`config.mk`:
```
export PLATFORM = sky130hd
export DESIGN_NAME = modmul_datapath
export DESIGN_NICKNAME = d
export VERILOG_FILES = /design/src/rtl/modmul_datapath.sv
export SDC_FILE = /design/constraint.sdc
export NUM_CORES = 1
export LEC_CHECK = 0
export CAP_MARGIN = 10
export CORE_MARGIN = 3
export CORE_UTILIZATION = 65
export CTS_CLUSTER_DIAMETER = 30
export DETAILED_ROUTE_END_ITERATION = 10
export DONT_BUFFER_PORTS = 1
export MAX_ROUTING_LAYER = met4
export PLACE_DENSITY_LB_ADDON = 0.2
export SLEW_MARGIN = 20
export SYNTH_ARGS = -nofsm -noshare
export SYNTH_HDL_FRONTEND = slang
export SYNTH_SLANG_ARGS = --single-unit
```
`constraint.sdc`:
```
create_clock -name clk -period 13.1 [get_ports clk]
set_clock_uncertainty 0.05 [all_clocks]
set_input_delay 1.965 -clock clk [delete_from_list [all_inputs] [get_ports clk]]
set_output_delay 1.965 -clock clk [all_outputs]
set_load 0.005 [all_outputs]
```
`src/rtl/modmul_datapath.sv`:
```
// Modular multiplier datapath: computes A*B mod N with one MSB-first
// shift-add step per en_multiply strobe and one conditional-subtract
// reduction per en_modulo strobe. Sequencing belongs to an external controller.
module modmul_datapath #(
    parameter int WIDTH = 16
) (
    input  logic             clk,
    input  logic             rst,
    input  logic             initialize,
    input  logic             en_multiply,
    input  logic             en_modulo,
    input  logic             done,
    input  logic [WIDTH-1:0] operand_a,
    input  logic [WIDTH-1:0] operand_b,
    input  logic [WIDTH-1:0] modulus,
    output logic             is_multiplication_done,
    output logic [WIDTH-1:0] result,
    output logic             result_valid,
    output logic             error
);

    localparam int CW = $clog2(WIDTH + 1);
    localparam int RW = WIDTH + 2;
    localparam logic [CW-1:0] CNT_FULL = CW'(WIDTH);
    localparam logic [CW-1:0] CNT_ZERO = {CW{1'b0}};
    localparam logic [CW-1:0] CNT_ONE  = {{(CW-1){1'b0}}, 1'b1};

    // Operands are illegal when the modulus is zero or either operand is not reduced.
    function automatic logic operands_illegal(
        input logic [WIDTH-1:0] a,
        input logic [WIDTH-1:0] b,
        input logic [WIDTH-1:0] n
    );
        return (n == {WIDTH{1'b0}}) || (a >= n) || (b >= n);
    endfunction

    // One MSB-first shift-add step: 2R + (bit ? A : 0); stays below 3N when R < N and A < N.
    function automatic logic [RW-1:0] shift_add(
        input logic [RW-1:0]    acc,
        input logic [WIDTH-1:0] a,
        input logic             mul_bit
    );
        logic [RW-1:0] addend;
        addend = mul_bit ? {2'b00, a} : {RW{1'b0}};
        return {acc[RW-2:0], 1'b0} + addend;
    endfunction

    // Single-cycle reduction of an accumulator known to be below 3N.
    function automatic logic [RW-1:0] reduce(
        input logic [RW-1:0]    acc,
        input logic [WIDTH-1:0] n
    );
        logic [RW-1:0] n_ext;
        logic [RW-1:0] two_n;
        n_ext = {2'b00, n};
        two_n = {1'b0, n, 1'b0};
        if (acc >= two_n) begin
            return acc - two_n;
        end else if (acc >= n_ext) begin
            return acc - n_ext;
        end else begin
            return acc;
        end
    endfunction

    logic [WIDTH-1:0] a_r, b_r, n_r;
    logic [RW-1:0]    acc_r;
    logic [CW-1:0]    cnt_r;
    logic             err_r;
    logic [WIDTH-1:0] result_r;
    logic             result_valid_r;

    logic [WIDTH-1:0] a_nxt_s, b_nxt_s, n_nxt_s;
    logic [RW-1:0]    acc_nxt_s;
    logic [CW-1:0]    cnt_nxt_s;
    logic             err_nxt_s;
    logic [WIDTH-1:0] result_nxt_s;
    logic             result_valid_nxt_s;
    logic [CW-1:0]    cnt_dec_s;
    logic             mul_bit_s;
    logic             cnt_zero_s;
    logic             load_err_s;

    assign cnt_zero_s = (cnt_r == CNT_ZERO);
    assign cnt_dec_s  = cnt_r - CNT_ONE;
    // Multiplier bit B_r[cnt-1], selected by mask to keep index widths matched.
    assign mul_bit_s  = |(b_r & ({{(WIDTH-1){1'b0}}, 1'b1} << cnt_dec_s));
    assign load_err_s = operands_illegal(operand_a, operand_b, modulus);

    // Next-state of operand, accumulator, counter and error registers (initialize > multiply > modulo).
    always_comb begin
        a_nxt_s   = a_r;
        b_nxt_s   = b_r;
        n_nxt_s   = n_r;
        acc_nxt_s = acc_r;
        cnt_nxt_s = cnt_r;
        err_nxt_s = err_r;
        if (initialize) begin
            a_nxt_s   = operand_a;
            b_nxt_s   = operand_b;
            n_nxt_s   = modulus;
            acc_nxt_s = {RW{1'b0}};
            err_nxt_s = load_err_s;
            cnt_nxt_s = load_err_s ? CNT_ZERO : CNT_FULL;
        end else if (en_multiply) begin
            if (!cnt_zero_s) begin
                acc_nxt_s = shift_add(acc_r, a_r, mul_bit_s);
                cnt_nxt_s = cnt_dec_s;
            end else begin
                acc_nxt_s = acc_r;
                cnt_nxt_s = cnt_r;
            end
        end else if (en_modulo) begin
            acc_nxt_s = reduce(acc_r, n_r);
        end else begin
            acc_nxt_s = acc_r;
        end
    end

    // Next-state of the result registers: cleared validity on load, capture on done once all bits are consumed.
    always_comb begin
        result_nxt_s       = result_r;
        result_valid_nxt_s = result_valid_r;
        if (initialize) begin
            result_valid_nxt_s = 1'b0;
        end else if (done && cnt_zero_s) begin
            result_nxt_s       = err_r ? {WIDTH{1'b0}} : acc_r[WIDTH-1:0];
            result_valid_nxt_s = 1'b1;
        end else begin
            result_valid_nxt_s = result_valid_r;
        end
    end

    // Datapath state registers with asynchronous reset.
    always_ff @(posedge clk or posedge rst) begin
        if (rst) begin
            a_r   <= {WIDTH{1'b0}};
            b_r   <= {WIDTH{1'b0}};
            n_r   <= {WIDTH{1'b0}};
            acc_r <= {RW{1'b0}};
            cnt_r <= CNT_ZERO;
            err_r <= 1'b0;
        end else begin
            a_r   <= a_nxt_s;
            b_r   <= b_nxt_s;
            n_r   <= n_nxt_s;
            acc_r <= acc_nxt_s;
            cnt_r <= cnt_nxt_s;
            err_r <= err_nxt_s;
        end
    end

    // Result output registers with asynchronous reset.
    always_ff @(posedge clk or posedge rst) begin
        if (rst) begin
            result_r       <= {WIDTH{1'b0}};
            result_valid_r <= 1'b0;
        end else begin
            result_r       <= result_nxt_s;
            result_valid_r <= result_valid_nxt_s;
        end
    end

    assign is_multiplication_done = cnt_zero_s;
    assign result                 = result_r;
    assign result_valid           = result_valid_r;
    assign error                  = err_r;

endmodule
```
==> results by group <==
Layout
  • Fraction of layout cells with a size suffix above 1: 0.0989
  • Fillers: 821
  • Syn-to-layout area delta: 3.99%
  • Commonest non-fill, non-tap cell in the layout: dfrtp_1
  • Finished Cell Area: 0.00753 mm²
  • Diode count: 0
  • Commonest non-fill, non-tap cells in the layout: 89 x dfrtp_1, 85 x ha_1, 69 x nand2_1
  • Non-Filler Instances: 925
  • Nets@finish: 926
  • Final Util: 0.711

Clock tree
  • Root Buffer: clkbuf_8
  • CTS tree: yes
  • Clock Pin Slew Worst Setup and Hold Paths: 0.09 ns
  • Clock tree buffer depth: 2
  • CTS Hold Bufs: 0
  • Post-cts sizing count: 0
  • CTS buffer count: 9
  • Htree depth: 3
  • # clock sinks: 89
  • Latest clock arrival within the worst-skew pair: 0.37 ns
  • Post CTS Setup Buffer Count: 0

Yosys
  • Net Count, Synth: 938
  • Top cells by area, synth: dfrtp_1 31%, ha_1 15%, mux2_2 6.4%, o21ai_0 4.4%, nand2_1 3.6%
  • Asr flop ratio synth: 1.00
  • Post-Syn Instances: 796
  • Yosys cell types: 67
  • Syn Area/Cell: 9.10 µm²
  • Post-synth top area cell: dfrtp_1
  • Post-synthesis sequential area ratio: 0.307
  • Syn Std Cell Area: ~0.0072 mm²
  • Number of synthesized flops with an enable pin: 0
  • Post-synth top area share: 0.307
  • Synth Register Bits: 89
  • Main synth FF type: dfrtp_1
  • Yosys warnings: 0

Placed design
  • Dpl cells: around 900
  • # port buffers: 0
  • HPWL after DPL: ~16000 µm
  • Placed Area: 0.00731 mm²
  • Routability cong.: 1.02
  • Pre-CTS setup slack: 8.05 ns

Worst setup path
  • Worst setup path endpoint: acc_r[13]
  • Top delay family on crit path: compound AO/OA/AOI/OAI gates
  • Crit path kind: flip-flop to flip-flop
  • Worst-path fanout max: 16
  • CP Launch Point: cnt_r[0]
  • Worst path required time: 13.26 ns
  • Critical path's most frequent cell: ha_1
  • CP startpoint kind: flip-flop
  • Worst Path Arrival: roughly 5.3 ns
  • Max stage delay on crit path: between 0.4 and 0.5 ns
  • Worst Reg-to-Reg Cells: 17
  • CP Buf/Inv Count: 1
  • Worst R2R End: acc_r[13]
  • CP cell instances: inv_1, ha_1, ha_1, mux2_2, a222oi_1, nand3_1, o211a_1, and2_1, ha_1, fa_1, a211oi_1, o211ai_1, a41o_1, a21o_1, a211o_1, a41oi_2, a221oi_2
  • Slowest CP cell: dfrtp_1
  • CP Capture Type: flip-flop
  • Reg-to-reg critical path startpoint: cnt_r[0]
  • Reg2Reg Setup Slack: about 7.9 ns
  • Stages on the worst setup path: 17

Detailed routing
  • Avg WL per Cell: 21.5 µm
  • Vias per inst: 6.69
  • Drt pass-1 iters: 5
  • DRC viols: 0
  • Total number of vias: 6190
  • Final wirelength: about 20000 µm
  • Detailed Route Iter0 Violations: 586
  • Antenna viol nets, final: 0

STA
  • Slew @ Worst Pin: 0.961 ns
  • Max Slew Vio Count: 0
  • Final Critical Period: 5.16 ns
  • Worst Slack Setup Final: 7.94 ns
  • Tcrit/Tclk final: 0.394
  • Final hold viol count: 0
  • Slew headroom: 0.359
  • Setup TNS: 0 ns
  • Final setup vio count: 0
  • Fmax: 194 MHz
  • RSZ-0062 raised after global routing: no

Power
  • Leak: 3.53 nW
  • Maximum VDD drop: ~0.13 mV
  • P per Cell Area: 214 mW/mm²

Floorplanning
  • Row count: 37
  • Die Y: 112 µm
  • Std-Cell Core Area: 0.0106 mm²
  • Die W: 112 µm
  • Ports: 73
  • Die area: 0.0125 mm²
  • Initial Utilization: 0.683

GRT
  • First-pass GRT wire length: roughly 32000 µm
  • Global route total overflow: 0
  • Number of global-route vias before repair: 6213
  • Antenna violations before repair: 0
  • Pin count of the biggest net entering global routing: 80
  • Total track usage: 0.330

Run
  • # Max-Cap Violations: 0

Worst hold path
  • Worst hold stages: 1
  • Hold WC Path Type: flip-flop to flip-flop

Status
  • Outcome: complete, no violations
per-layer routing:
layer | global-route usage | routed length, µm | up-vias
li1 | - | - | 2896
met1 | 0.422 | 8600 | 3003
met2 | 0.522 | 9280 | 245
met3 | 0.0821 | 1480 | 46
met4 | 0.101 | 565 | 0
met5 | - | 0 | -
stage by stage:
step | power [mW] | hold slack [ns]
after floorplan | 1.16 | 0.422
after global placement | 1.35 | 0.435
after detailed placement | 1.39 | 0.439
after CTS | 1.59 | 0.461
after global routing | 1.73 | 0.473
final | 1.61 | 0.458
cell usage after synthesis (3+ instances only):
| cell | instances |
|---|---|
| nor3_1 | 17 |
| a21oi_1 | 36 |
| a211o_1 | 6 |
| nand2_1 | 69 |
| o21a_1 | 6 |
| ha_1 | 85 |
| and2_1 | 18 |
| nand3_1 | 19 |
| clkbuf_1 | 20 |
| xor2_1 | 13 |
| nand3b_1 | 3 |
| a311oi_1 | 5 |
| nor4_1 | 6 |
| a32o_1 | 10 |
| o211ai_1 | 5 |
| dfrtp_1 | 89 |
| a31oi_1 | 3 |
| nor2b_1 | 6 |
| nand2b_1 | 26 |
| inv_1 | 50 |
| a221oi_1 | 5 |
| or2_2 | 5 |
| a311o_1 | 4 |
| fa_1 | 3 |
| xnor2_1 | 19 |
| nand4_1 | 9 |
| or3_1 | 4 |
| o21ai_0 | 64 |
| o31ai_1 | 5 |
| a22oi_1 | 6 |
| and3_1 | 8 |
| a211oi_1 | 15 |
| a21o_1 | 28 |
| mux2_2 | 41 |
| nor2_1 | 40 |
sequential cells by signal, summed over array words and instances, names as in the netlist:
register	cells
n_r	16
b_r	16
acc_r	18
result	16
result_valid	1
a_r	16
error	1
cnt_r	5
how the worst min path moves through the flow:
stage	start	end	slack [ns]
CTS	a_r[3]	a_r[3]	0.46
finish	a_r[3]	a_r[3]	0.46
global route	a_r[3]	a_r[3]	0.47
global placement	a_r[11]	a_r[11]	0.44
detailed placement	a_r[3]	a_r[3]	0.44
floorplan	a_r[2]	a_r[2]	0.42
area by class of cell:
type,count,area (µm²),share of cell area
repair buffers,4,33.8,0.00448
inverters,52,196,0.0261
multi-input cells,628,4700,0.624
well taps,136,170,0.0226
flip-flops and latches,89,2230,0.296
clock buffers,10,138,0.0183
clock inverters,6,71.3,0.00947
logic make-up (layout without fill, tap and decap cells):
family / Yosys count / count (layout) / synth area share
simple gates: 235 / 235 / 0.161
compound gates: 230 / 230 / 0.227
flops: 89 / 89 / 0.307
fa+ha+maj: 88 / 88 / 0.155
buf+inv: 79 / 72 / 0.0442
mux: 43 / 43 / 0.0665
xor+xnor: 32 / 32 / 0.0387
where the power goes:
part | switching, mW | internal [mW] | total [mW] | leakage [nW]
clock network | 0.106 | 0.0954 | 0.201 | 0.0999
logic | 0.577 | 0.424 | 1.00 | 2.32
registers | 0.0778 | 0.335 | 0.413 | 1.11
total | 0.760 | 0.855 | 1.61 | 3.53
No activity file was read; power rests on OpenSTA's default activity.
